`config.mk`:
```
export PLATFORM = sky130hd
export DESIGN_NAME = alu_sequencer
export DESIGN_NICKNAME = d
export VERILOG_FILES = /design/src/rtl/calc_pkg.sv /design/src/rtl/rr_arb2.sv /design/src/rtl/alu_sequencer.sv
export SDC_FILE = /design/constraint.sdc
export NUM_CORES = 1
export LEC_CHECK = 0
export CAP_MARGIN = 20
export CORE_MARGIN = 5
export CORE_UTILIZATION = 40
export CTS_CLUSTER_SIZE = 10
export DETAILED_ROUTE_END_ITERATION = 12
export HOLD_SLACK_MARGIN = 0.1
export MAX_ROUTING_LAYER = met4
export PLACE_DENSITY_LB_ADDON = 0.15
export RECOVER_POWER = 100
export SYNTH_ARGS = -nofsm -noshare
export SYNTH_HDL_FRONTEND = slang
export SYNTH_SLANG_ARGS = --single-unit
```
`constraint.sdc`:
```
create_clock -name clk -period 1.8 [get_ports clk]
set_input_delay 0.36 -clock clk [delete_from_list [all_inputs] [get_ports clk]]
set_output_delay 0.36 -clock clk [all_outputs]
set_load 0.01 [all_outputs]
```
`src/rtl/calc_pkg.sv`:
```
// Shared definitions for the calculator datapath: operation encodings,
// operand/result widths and the sequencer state type.
package calc_pkg;

    localparam int OPND_W = 3;
    localparam int RES_W  = 5;

    localparam logic [1:0] OP_MUL = 2'b00;
    localparam logic [1:0] OP_REM = 2'b01;
    localparam logic [1:0] OP_ADD = 2'b10;
    localparam logic [1:0] OP_SUB = 2'b11;

    typedef enum logic [1:0] {
        IDLE  = 2'b00,
        ISSUE = 2'b01,
        DONE  = 2'b10
    } seq_state_t;

    // True for a remainder request whose divisor is zero.
    function automatic logic is_dz_req(input logic [1:0] op, input logic [OPND_W-1:0] b);
        return (op == OP_REM) && (b == '0);
    endfunction

endpackage

```
`src/rtl/rr_arb2.sv`:
```
// Two-way round-robin arbiter. The pointer remembers the last granted
// requester; on contention the other requester wins, so continuous
// requesters alternate strictly.
module rr_arb2 (
    input  logic       clk,
    input  logic       rst_n,
    input  logic [1:0] req,
    input  logic       advance,
    output logic [1:0] grant,
    output logic       grant_id
);

    logic ptr;

    // Winner selection: non-pointer requester on contention, else the lone requester.
    always_comb begin
        grant    = 2'b00;
        grant_id = 1'b0;
        if (req == 2'b11) begin
            grant_id = ~ptr;
            grant    = ptr ? 2'b01 : 2'b10;
        end else if (req[1]) begin
            grant_id = 1'b1;
            grant    = 2'b10;
        end else if (req[0]) begin
            grant_id = 1'b0;
            grant    = 2'b01;
        end
    end

    // Pointer tracks the last accepted requester; resets to 1 so requester 0 wins first.
    always_ff @(posedge clk or negedge rst_n) begin
        if (!rst_n) begin
            ptr <= 1'b1;
        end else if (advance) begin
            ptr <= grant_id;
        end
    end

endmodule

```
`src/rtl/alu_sequencer.sv`:
```
// Shares the combinational calculator ALU between two requesters.
// Requests are granted round-robin, issued to the ALU from registers for one
// full cycle, and the result is returned as a tagged response.
// Optional feature macro: ALU_SEQ_DZ_TRAP_EN -- when defined, a remainder by
// zero is trapped at accept and answered directly without using the ALU.
module alu_sequencer
    import calc_pkg::*;
#(
    parameter int CNT_W = 8
) (
    input  logic              clk,
    input  logic              rst_n,
    input  logic [1:0]        req_valid,
    output logic [1:0]        req_ready,
    input  logic [1:0]        req_op0,
    input  logic [1:0]        req_op1,
    input  logic [OPND_W-1:0] req_a0,
    input  logic [OPND_W-1:0] req_a1,
    input  logic [OPND_W-1:0] req_b0,
    input  logic [OPND_W-1:0] req_b1,
    output logic [1:0]        alu_s,
    output logic [OPND_W-1:0] alu_a,
    output logic [OPND_W-1:0] alu_b,
    input  logic [RES_W-1:0]  alu_answer,
    input  logic              alu_dz,
    input  logic              alu_z,
    output logic              rsp_valid,
    input  logic              rsp_ready,
    output logic              rsp_id,
    output logic [RES_W-1:0]  rsp_answer,
    output logic              rsp_dz,
    output logic              rsp_z,
    output logic              rsp_err,
    output logic [CNT_W-1:0]  op_count
);

    seq_state_t        state;
    seq_state_t        state_nxt;
    logic [1:0]        grant;
    logic              grant_id;
    logic              accept;
    logic              rsp_hs;
    logic              trap;
    logic [1:0]        sel_op;
    logic [OPND_W-1:0] sel_a;
    logic [OPND_W-1:0] sel_b;

    rr_arb2 u_arb (
        .clk      (clk),
        .rst_n    (rst_n),
        .req      (req_valid),
        .advance  (accept),
        .grant    (grant),
        .grant_id (grant_id)
    );

    // Route the winning requester's operation and operands toward the ALU registers.
    always_comb begin
        sel_op = grant_id ? req_op1 : req_op0;
        sel_a  = grant_id ? req_a1  : req_a0;
        sel_b  = grant_id ? req_b1  : req_b0;
    end

`ifdef ALU_SEQ_DZ_TRAP_EN
    assign trap = is_dz_req(sel_op, sel_b);
`else
    assign trap = 1'b0;
`endif

    // State register.
    always_ff @(posedge clk or negedge rst_n) begin
        if (!rst_n) begin
            state <= IDLE;
        end else begin
            state <= state_nxt;
        end
    end

    // Next state and handshakes; req_ready is masked during reset because it
    // is combinational on req_valid.
    always_comb begin
        state_nxt = state;
        req_ready = 2'b00;
        rsp_valid = 1'b0;
        accept    = 1'b0;
        rsp_hs    = 1'b0;
        case (state)
            IDLE: begin
                if (rst_n && (req_valid != 2'b00)) begin
                    req_ready = grant;
                    accept    = 1'b1;
                    state_nxt = trap ? DONE : ISSUE;
                end
            end
            ISSUE: begin
                state_nxt = DONE;
            end
            DONE: begin
                rsp_valid = 1'b1;
                if (rsp_ready) begin
                    rsp_hs    = 1'b1;
                    state_nxt = IDLE;
                end
            end
            default: begin
                state_nxt = IDLE;
            end
        endcase
    end

    // ALU operand registers, response capture and completed-operation counter.
    always_ff @(posedge clk or negedge rst_n) begin
        if (!rst_n) begin
            alu_s      <= OP_MUL;
            alu_a      <= '0;
            alu_b      <= '0;
            rsp_id     <= 1'b0;
            rsp_answer <= '0;
            rsp_dz     <= 1'b0;
            rsp_z      <= 1'b0;
            op_count   <= '0;
        end else begin
            if (accept) begin
                rsp_id <= grant_id;
                if (trap) begin
                    rsp_answer <= '0;
                    rsp_dz     <= 1'b1;
                    rsp_z      <= 1'b0;
                end else begin
                    alu_s <= sel_op;
                    alu_a <= sel_a;
                    alu_b <= sel_b;
                end
            end
            if (state == ISSUE) begin
                rsp_answer <= alu_answer;
                rsp_dz     <= alu_dz;
                rsp_z      <= alu_z;
            end
            if (rsp_hs) begin
                op_count <= op_count + {{(CNT_W-1){1'b0}}, 1'b1};
            end
        end
    end

`ifdef ALU_SEQ_DZ_TRAP_EN
    logic err_q;

    // Error flag marks a trapped response; cleared by every normally issued request.
    always_ff @(posedge clk or negedge rst_n) begin
        if (!rst_n) begin
            err_q <= 1'b0;
        end else if (accept) begin
            err_q <= trap;
        end
    end

    assign rsp_err = err_q;
`else
    assign rsp_err = 1'b0;
`endif

endmodule

```
# Yosys cells after proc, flatten, opt, wreduce, memory -nomap -nowiden
# Cells that the tools add are included.
totals:
  ff_bits: 27
  in_bits: 28
  output_inout_bits: 28
classes:
  n_addsub: 1
  n_eq_ne: 5
  muxes: 19
  n_bitwise: 1
  reduce_logical: 4
ops:
  columns: ["cell", "n"]
  rows:
  - ["$mux W2", 8]
  - ["$add A8 B1 Y8 const B", 1]
  - ["$mux W1", 8]
  - ["$mux W3", 2]
  - ["$pmux W2 S3", 1]
  - ["$eq A2 B2 Y1 const B", 2]
  - ["$ne A2 B2 Y1 const B", 2]
  - ["$eq A2 B1 Y1 const B", 1]
  - ["$logic_not A2 Y1", 1]
  - ["$reduce_and A2 Y1", 1]
  - ["$reduce_bool A2 Y1", 1]
  - ["$logic_and A1 B1 Y1", 1]
  - ["$not A1 Y1", 1]

# Depth between registers and ports, before layout
# Gate-level depths: netlist of the first run.
logic_depth:
  depth_word: 5
  depth_mapped: 4

# Cells and area by module
# A second synthesis of the first run with hierarchy kept.
hier_totals:
  cells_unflattened: 92
  hier_area_um2: 1263.7
by_module_without_submodules:
  columns: ["module", "n_inst", "cells_per_inst", "area_each_um2", "seq_area_each_um2"]
  rows:
  - ["alu_sequencer", 1, 86, 1192.4, 650.6]
  - ["rr_arb2", 1, 6, 71.3, 26.3]

# Least setup slack after synthesis of the first run
# Ideal clock, no wire load.
synth_timing:
  path_type: "input to output"
  startpoint: "input port req_valid[1]"
  endpoint: "output port req_ready[1]"
  arrival_ns: 1.163
  required_time_ns: 1.440
  slack_ns: 0.277
  stages: 3
  n_path_buf: 1
  cell_sequence: "a21bo_1 -> buf_2 -> nor4b_1"
synth_between:
  elab_chain_len: 4
  elab_cells_between_ends: 7
  cone_classes: "eq/ne: 1; mux: 4; reduce/logical: 2"
synth_rtl:
  columns: ["item", "line", "rtl"]
  rows:
  - ["start: declaration", "alu_sequencer.sv:13", "input logic [1:0] req_valid,"]
  - ["$eq A2 B2 Y1, or another cell as far along", "rr_arb2.sv:19", "if (req == 2'b11) begin"]
  - ["$mux W2 or $logic_and A1 B1 Y1 (tied branches)", "rr_arb2.sv:19, alu_sequencer.sv:89", null]
  - ["$mux W2 *", "alu_sequencer.sv:89", "if (rst_n && (req_valid != 2'b00)) begin"]
  - ["$mux W2 *", "alu_sequencer.sv:87", "case (state)"]
  - ["end: declaration", "alu_sequencer.sv:14", "output logic [1:0] req_ready,"]
# Every way passes the cells marked *; elsewhere a longest branch is shown, timed or not.

# Worst setup path in the final report of the first run
layout_timing:
  startpoint: "register state[0]"
  endpoint: "output port req_ready[0]"
layout_between:
  elab_chain_len: 2
layout_rtl:
  columns: ["item", "line", "rtl"]
  rows:
  - ["start: declaration", "alu_sequencer.sv:37", "seq_state_t state;"]
  - ["start signal: assignment", "alu_sequencer.sv:75", "state <= state_nxt;"]
  - ["$logic_not A2 Y1", "alu_sequencer.sv:87", null]
  - ["$mux W2", "alu_sequencer.sv:87", null]
# Every way passes these cells.

==> results of run 1 <==
[timing repair]
action	in CTS	in global routing
setup endpoints to repair	3	2
gates cloned	0	0
pin swaps	0	3
hold buffers	1	0
hold endpoints to repair	2	0
gates resized for setup	12	3
setup buffers	1	2
[cells in the mapped netlist, types with 2 or more instances]
cell type and n:
mux2_1 8, nor3_1 2, o32ai_1 8, xnor2_1 3
nand3_1 3, nand2b_1 2, nand2_1 3, buf_2 2
dfrtp_1 26, xor2_1 4, a2bb2oi_2 8, buf_4 2
nor2b_1 2
[stage by stage]
stage,power (W),hold slack [ns]
floorplan,0.00158,0.0644
global placement,0.00222,0.456
detailed placement,0.00226,0.456
CTS,0.00252,0.133
global route,0.00269,0.247
finish,0.00251,0.210
[layout by cell type (no fill, tap or decap), types with 2 or more instances in the layout]
| master | synthesis | layout |
|---|---|---|
| o32ai_1 | 8 | 8 |
| dlygate4sd2_1 | 0 | 2 |
| clkbuf_4 | 0 | 4 |
| nor2b_1 | 2 | 2 |
| nand2_1 | 3 | 3 |
| xor2_1 | 4 | 4 |
| clkbuf_1 | 1 | 3 |
| buf_2 | 2 | 2 |
| dfrtp_1 | 26 | 26 |
| mux2_1 | 8 | 8 |
| buf_4 | 2 | 10 |
| nor3_1 | 2 | 2 |
| nand2b_1 | 2 | 2 |
| xnor2_1 | 3 | 3 |
| a2bb2oi_2 | 8 | 8 |
| clkdlybuf4s50_1 | 0 | 48 |
| dlymetal6s2s_1 | 0 | 2 |
| nand3_1 | 3 | 3 |
[power by group through the flow]
stage	Clock, W	Combinational (W)	Sequential, W
after floorplan	0	0.000436	0.00114
after global placement	0	0.00118	0.00104
after detailed placement	0	0.00120	0.00106
after CTS	0.000269	0.00121	0.00104
after global routing	0.000300	0.00131	0.00108
final	0.000265	0.00121	0.00103
[routing by layer]
layer,up-vias,part of all wire [%],GRT usage [%]
li1,483,-,-
met1,487,42,16.2
met2,41,51,27.8
met3,2,6.0,2.72
met4,0,0.76,3.81
met5,-,0,-
[worst max-delay path, cell delays in order, from the launching register on]
cell     delay, ns
dfrtp_1       0.42
buf_6         0.13
nor3b_4       0.17
nor3b_2       0.18
buf_2         0.15
[flip-flops by register name, summed over array words and instances, names as in the netlist]
name	flops
rsp_dz	1
rsp_z	1
rsp_answer	5
alu_s	2
u_arb.ptr	1
rsp_id	1
op_count	8
alu_a	3
state	2
alu_b	3
[how the worst max path moves through the flow]
stage | to | slack [ns] | depth (start not counted)
floorplan | req_ready[1] | 0.28 | 3
global placement | req_ready[1] | -0.45 | 4
detailed placement | req_ready[1] | -0.48 | 4
CTS | req_ready[1] | -0.03 | 4
global route | rsp_valid | -0.01 | 4
finish | req_ready[0] | 0.07 | 4
[logic make-up (layout without fill, tap and decap cells)]
| family | after synthesis | count (layout) | synth area share (%) |
|---|---|---|---|
| and+or+nand+nor | 20 | 20 | 10.8 |
| xor gates and xnor gates | 7 | 7 | 4.85 |
| buffers and inverters | 8 | 76 | 3.76 |
| muxes | 8 | 8 | 7.12 |
| other | 1 | 1 | 0.296 |
| AOI/OAI and AO/OA | 22 | 22 | 18.7 |
| adders and majority gates | 1 | 1 | 0.989 |
| DFF | 27 | 27 | 53.5 |
[area by class of cell]
class / count / area, sq um
Fill cell: 269 / 1080
Sequential cell: 27 / 677
Timing Repair Buffer: 70 / 664
Multi-Input combinational cell: 59 / 547
Tap cell: 44 / 55.1
Clock buffer: 4 / 26.3
Inverter: 2 / 7.51
==> results.md, run 1 <==
* Status: finished, final reports clean
* Top cells by area in the synthesized netlist: dfrtp_1, a2bb2oi_2, mux2_1
* Distinct cells, synth at 34
* Worst path arrival time at ~1.4 ns
* CP Capture Type: primary output
* Diode count at 0
* Fin. max-slew vios at 0
* Synth Net Count at 123
* Syn avg cell area at 13.5 sq um
* # DRC at 0
* Setup_tns at 0 ns
* Seq pwr share at 41.2%
* Comb power frac at 48.3%
* Syn Inst Count at between 90 and 100
* CTS Buf Count at 3
* Core area at 3050 sq um
* P_leak at 0.843 nW
* Sequential element share of the synthesized area at between 50 and 60%
* Gpl congestion at 0.679
* Core Util, Final at around two thirds
* Pin count of the biggest net entering global routing at 19
* Die W at 66.2 microns
* Die Height at 66.2 microns
* Layout area overhead at 56.3%
* Minimum clock period at between 1.5 and 2 ns
* Synth Register Bits at 27
* Switch Pwr at 0.000816 W
* R2r startpoint: state[0]
* Switching share of total power at 32.5%
* # port buffers at 54
* Internal power at between 0.0015 and 0.002 W
* Final instance area at 1980 sq um
* Reg clk slew, reported paths at approximately 0.15 ns
* Most common flop cell mapped by yosys: dfrtp_1
* Setup Crit Path Kind: flop to primary output
* R2R Setup Slk at 0.30 ns
* Clock skew at 0.00264 ns
* Peak VDD IR at around 0.56 mV
* Initial antenna violation count at 0
* Initial DRC count at 29
* WL per Instance at ~15 microns
* Placed cell area at 1920 sq um
* Synth warn at 0
* H-tree Lvls at 1
* Syn Std Cell Area at 1260 sq um
* Cell Count, Final, Fillers Out at 206
* Critical Path Fanout Max at 2
* Final WS setup at 0.0666 ns
* Via-per-instance ratio at 4.92
* Nets@finish at 192
* Global-route wire length before repair at 4930 microns
* Pwr Density at 1270 nW/um^2
* EDFF count, synth at 0
* Largest area contributor in the netlist: dfrtp_1
* Worst-margin pin slew at 0.958 ns
* WL final at 3010 microns
* Final setup viols at 0
* Asr flop ratio synth at 100%
* Fmax at 0.577 GHz
* Cell Rows at 20
* Total Routing Usage GR at 14.9%
* Clock power share at 10.6%
* Root Driver: clkbuf_4
* Slew HR at 36.1%
* Worst-skew pair later-pin latency at 0.32 ns
* CTS Sinks at 27
* DP HPWL at 2410 microns
* R2r worst-path depth at 6
* Yosys top cell area share at 51.4%
* Vias in the first global route at ~1.1k
* Final Hold Fails at 0
* I/O pin count at 56
* Placed cells at 198
* Max cap viols at 0
* Congestion Overflow GR at 0
* Total number of vias at 1013
* Initial Util at around two fifths
* Die area at 4390 sq um
* Tcrit/Tclk final at ~96%
* Longest Clk Path Bufs at 2
* Hold WC Path Type: primary input to asynchronous set/reset pin
* CP Launch Point: state[0]
* Startpoint types: flop
* Dpl ws at -0.483 ns
* RSZ-0062 raised after global routing: true
* Post-route ant nets at 0
* TritonCTS clock tree: built
* Req. time, crit path at 1.44 ns
* R2R Path End: alu_a[0]
* 1st-pass router iterations at 3
* Share of cells above drive strength 1 at 19.1%
Note: power is estimated with default switching activity, not from simulation.
==> run 2: changes to the inputs <==
==> constraint.sdc (replaced) <==
create_clock -name clk -period 2.1 [get_ports clk]
set_input_delay 0.42 -clock clk [delete_from_list [all_inputs] [get_ports clk]]
set_output_delay 0.42 -clock clk [all_outputs]
set_load 0.01 [all_outputs]
==> run 2 against run 1 <==
Clock power decreased by 18%. Via count fell by 1.6%. Total power fell by 22%. Combinational power shrank 29%. Sequential share of layout area grew 2.0 points. Global-route usage shrank 0.60 points. Die area did not move. Final area fell by 5.3%. First-iteration DRC count down 10%. Critical endpoint unchanged. Largest power group is now registers.
==> results.md, run 2 (synthesis results as in run 1) <==
* Status: finished, final reports clean
* Global-route wire length before repair at 4760 microns
* Critical Path Fanout Max at 4
* Nets@finish at around 190
* Final Hold Fails at 0
* Vias in the first global route at approximately 1.1k
* Hold WC Path Type: flop to flop
* 1st-pass router iterations at 4
* Post CTS Setup Buffer Count at 0
* H-tree Lvls at 1
* Via-per-instance ratio at 4.99
* Total number of vias at 997
* WL per Instance at 13.8 microns
* Share of cells above drive strength 1 at 12.2%
* WL final at 2760 microns
* Startpoint types: primary input
* Core area at 3050 sq um
* Congestion Overflow GR at 0
* Clock skew at about 0.016 ns
* TritonCTS clock tree: built
* Pwr Density at 1040 nW/um^2
* Slew HR at around a quarter
* Die area at 4390 sq um
* Final setup viols at 0
* Pin count of the biggest net entering global routing at 22
* Fmax at ~0.5 GHz
* Tcrit/Tclk final at between 90% and 100%
* Longest Clk Path Bufs at 2
* CTS Hold Bufs at 0
* Initial Util at 41.4%
* Req. time, crit path at 1.68 ns
* Die W at 66.2 microns
* Commonest cells after routing, fill and taps aside: clkdlybuf4s50_1, dlygate4sd3_1, dfrtp_1, mux2_1, o32ai_1
* RSZ-0062 raised after global routing: false
* # port buffers at 54
* Die Height at about 66 microns
* Fin. max-slew vios at 0
* Initial antenna violation count at 0
* Design Power at 0.00195 W
* Gpl congestion at just over 0.7
* # DRC at 0
* Setup_tns at 0 ns
* Max FFs per register at 8
* Most flop-heavy register: op_count
* Root Driver: clkbuf_4
* Peak VDD IR at approximately 0.48 mV
* Layout area overhead at 48.1%
* Minimum clock period at ~2.0 ns
* CTS Buf Count at 3
* Worst-skew pair later-pin latency at about 0.32 ns
* CP Capture Type: primary output
* CTS Sinks at 27
* Hold slack at 0.467 ns
* Diode count at 0
* Cell Rows at 20
* P_leak at around 0.80 nW
* I/O pin count at 56
* Worst-margin pin slew at around 1.1 ns
* Reg clk slew, reported paths at 0.15 ns
* Initial DRC count at 26
* Largest regs: op_count x8, rsp_answer x5
* Core Util, Final at between 60 and 70%
* Max cap viols at 0
* Setup Crit Path Kind: primary input to primary output
* Worst path arrival time at 1.58 ns
* Post-route ant nets at 0
* Total Routing Usage GR at 14.3%
* DP HPWL at 2260 microns
## run 2: critical path, stage by stage
cell           delay, ns
dlygate4sd3_1       0.59
nor3b_4             0.21
nor3b_2             0.19
clkbuf_2            0.17
## run 2: routing by layer
metal  track usage (%)  part of all wire, %  vias to the layer above
met5                 -                    0                        -
li1                  -                    -                      479
met4              3.81                 0.54                        0
met2              24.4                   49                       44
met1              17.1                   43                      472
met3              3.23                  7.5                        2
## run 2: what timing repair did
| item | CTS | global route |
|---|---|---|
| endpoints found under the hold margin | 0 | 0 |
| gates resized for setup | 4 | 4 |
| endpoints found under the setup margin | 2 | 3 |
## run 2: final timing paths
| path | from | to | slack [ns] | depth (start not counted) |
|---|---|---|---|---|
| worst min-delay path | op_count[7] | op_count[7] | 0.47 | 1 |
| max in group asynchronous | rst_n | state[0] | 0.46 | 2 |
| worst max-delay path | rst_n | req_ready[0] | 0.10 | 4 |
| worst min register to register | op_count[7] | op_count[7] | 0.47 | 1 |
| min in group asynchronous | rst_n | rsp_z | 0.50 | 2 |
| worst max register to register | state[0] | alu_a[2] | 0.45 | 5 |
## run 2: layout make-up
| cell class | instances | area [sq um] |
|---|---|---|
| tap | 44 | 55.1 |
| sequential | 27 | 678 |
| clock buffer | 3 | 22.5 |
| timing repair buffer | 64 | 602 |
| inverter | 2 | 7.51 |
| clock inverter | 1 | 5.00 |
| multi-input combinational | 59 | 503 |
| fill | 282 | 1180 |
## run 2: stage by stage
stage          cell area, sq um  cells  setup slack [ns]
2_1_floorplan              1260     94             0.457
3_3_place_gp               1910    196            -0.272
3_5_place_dp               1910    196            -0.303
4_1_cts                    1930    200            0.0114
5_1_grt                    1870    200            0.0207
6_report                   1870    200             0.103
## run 2: where the power goes
part	switching, W	internal, W	leakage [nW]
combinational	0.000350	0.000511	0.466
clock	0.000146	0.0000712	0.0177
sequential	0.000144	0.000728	0.320
total	0.000640	0.00131	0.804
==> run 3: changes to the inputs <==
--- a/config.mk
+++ b/config.mk
@@ -7,7 +7,7 @@
 export LEC_CHECK = 0
 export CAP_MARGIN = 20
 export CORE_MARGIN = 5
-export CORE_UTILIZATION = 40
+export CORE_UTILIZATION = 44
 export CTS_CLUSTER_SIZE = 10
 export DETAILED_ROUTE_END_ITERATION = 12
 export HOLD_SLACK_MARGIN = 0.1
==> run 3 against run 2 <==
Critical path depth unchanged. Sequential cell count unchanged. Sequential power increased by 0.8%. Critical endpoint unchanged. Die area decreased by 7.7%.
==> results.md, run 3 (synthesis results as in run 1) <==
* Status: finished, final reports clean
* Gpl congestion at 0.728
* Commonest cells after routing, fill and taps aside: clkdlybuf4s50_1, dlygate4sd3_1, dfrtp_1, mux2_1, o32ai_1
* Cell Rows at 19
* Clock skew at 0.00521 ns
* Layout area overhead at 45.3%
* # port buffers at between 50 and 60
* CP max stage cell: dlygate4sd3_1
* CP top delay family: buffers and inverters
* Initial Util at 45.9%
* Total Routing Usage GR at 15.1%
* Die W at around 64 microns
* CTS Sinks at 27
* Dpl ws at -0.318 ns
* Seq pwr share at 45.3%
* Startpoint types: primary input
* WL per Instance at 14.7 microns
* Worst-margin pin slew at 1.16 ns
* WL final at 2730 microns
* TritonCTS clock tree: built
* Total number of vias at 993
* Design Power at 0.00194 W
* Tcrit/Tclk final at 95.6%
* Slowest stage delay, CP at 0.59 ns
* Most flop-heavy register: op_count
* Share of cells above drive strength 1 at between 10% and 20%
* Post_cts resized at 5
* Vias in the first global route at between 1k and 1.5k
* Peak VDD IR at 0.727 mV
* Final setup viols at 0
* Comb power frac at 43.7%
* Switching share of total power at between 30% and 40%
* DP HPWL at 2230 microns
* I/O pin count at 56
* P_leak at 0.783 nW
* Internal power at roughly 0.0013 W
* Critical Path Fanout Max at 4
* Worst path arrival time at 1.59 ns
* Req. time, crit path at between 1.5 and 2 ns
* Via-per-instance ratio at 5.34
* Slew HR at ~22%
* Hold slack at approximately 0.47 ns
* H-tree Lvls at 1
* Sum of buffers and inverters on the critical path at 2
* Initial DRC count at 21
* CTS Hold Bufs at 0
* Cell Count, Final, Fillers Out at around 190
* Root Driver: clkbuf_4
* Die area at 4050 sq um
* Reg clk slew, reported paths at 0.13 ns
* Crit path cell chain: dlygate4sd3_1, nor3b_4, nor3b_2, clkbuf_2
* Fmax at 0.498 GHz
* Nets@finish at 185
* CP Capture Type: primary output
* Max cap viols at 0
* Global-route wire length before repair at 4860 microns
* Setup_tns at 0 ns
* 1st-pass router iterations at 4
* Max FFs per register at 8
* Longest Clk Path Bufs at 2
* Final Hold Fails at 0
* Setup Crit Path Kind: primary input to primary output
* Die Height at 63.6 microns
* Diode count at 0
* Worst-skew pair later-pin latency at 0.31 ns
* Initial antenna violation count at 0
* CTS Buf Count at 3
* Largest regs: op_count x8, rsp_answer x5
* Fin. max-slew vios at 0
* Placed cells at 182
* RSZ-0062 raised after global routing: false
* Post CTS Setup Buffer Count at 0
* Post-route ant nets at 0
* Core area at about 2800 sq um
* Final WS setup at 0.0925 ns
* Switch Pwr at 0.000635 W
* Minimum clock period at 2.01 ns
* Hold WC Path Type: flop to flop
* Pin count of the biggest net entering global routing at 23
* Congestion Overflow GR at 0
* Pwr Density at between 1000 and 1500 nW/um^2
* # DRC at 0
* Clock power share at 11.0%
[run 3: cell types whose count changed in the layout (fill, tap and decap cells not counted), sizes merged]
| cell | change |
|---|---|
| clkbuf | +3 |
| clkinv | -1 |
| dlymetal6s2s | -1 |
| buf | -2 |
[run 3: through the flow]
stage / util [%] / cell area [sq um]
2_1_floorplan: - / 1260
3_3_place_gp: 68.3 / 1880
3_5_place_dp: 68.3 / 1880
4_1_cts: 69.3 / 1910
5_1_grt: 66.7 / 1840
6_report: 66.7 / 1840
[run 3: final timing paths]
path	cells past startpoint	from	to	slack (ns)
setup reg to reg	5	state[0]	alu_a[2]	0.49
max in group asynchronous	2	rst_n	state[0]	0.41
hold reg to reg	1	op_count[7]	op_count[7]	0.47
min in group asynchronous	2	rst_n	rsp_id	0.56
setup / recovery	4	rst_n	req_ready[0]	0.09
hold / removal	1	op_count[7]	op_count[7]	0.47
[run 3: worst reg2reg max path: stages (launching register included)]
cell	delay (ns)
dfrtp_2	0.48
nor3b_4	0.22
clkbuf_2	0.30
o21a_1	0.17
clkbuf_2	0.21
a2bb2oi_1	0.18
[run 3: area by class of cell]
class	count	area, sq um
fillers	229	920
clock buffers	4	26.3
multi-input cells	59	503
well taps	31	38.8
inverters	2	7.51
repair buffers	63	584
flip-flops and latches	27	678
[run 3: power by group through the flow]
stage	Combinational, W	Clock (W)	Sequential, W
after floorplan	0.000373	0	0.000978
after global placement	0.000986	0	0.000900
after detailed placement	0.00100	0	0.000912
after CTS	0.00100	0.000231	0.000902
after global routing	0.000929	0.000246	0.000918
final	0.000847	0.000213	0.000879
[run 3: layer usage]
| metal | wire (microns) | track usage (%) |
|---|---|---|
| met3 | 144 | 3.20 |
| met2 | 1370 | 25.0 |
| met1 | 1210 | 18.4 |
| met4 | 16 | 4.68 |
| met5 | 0 | - |
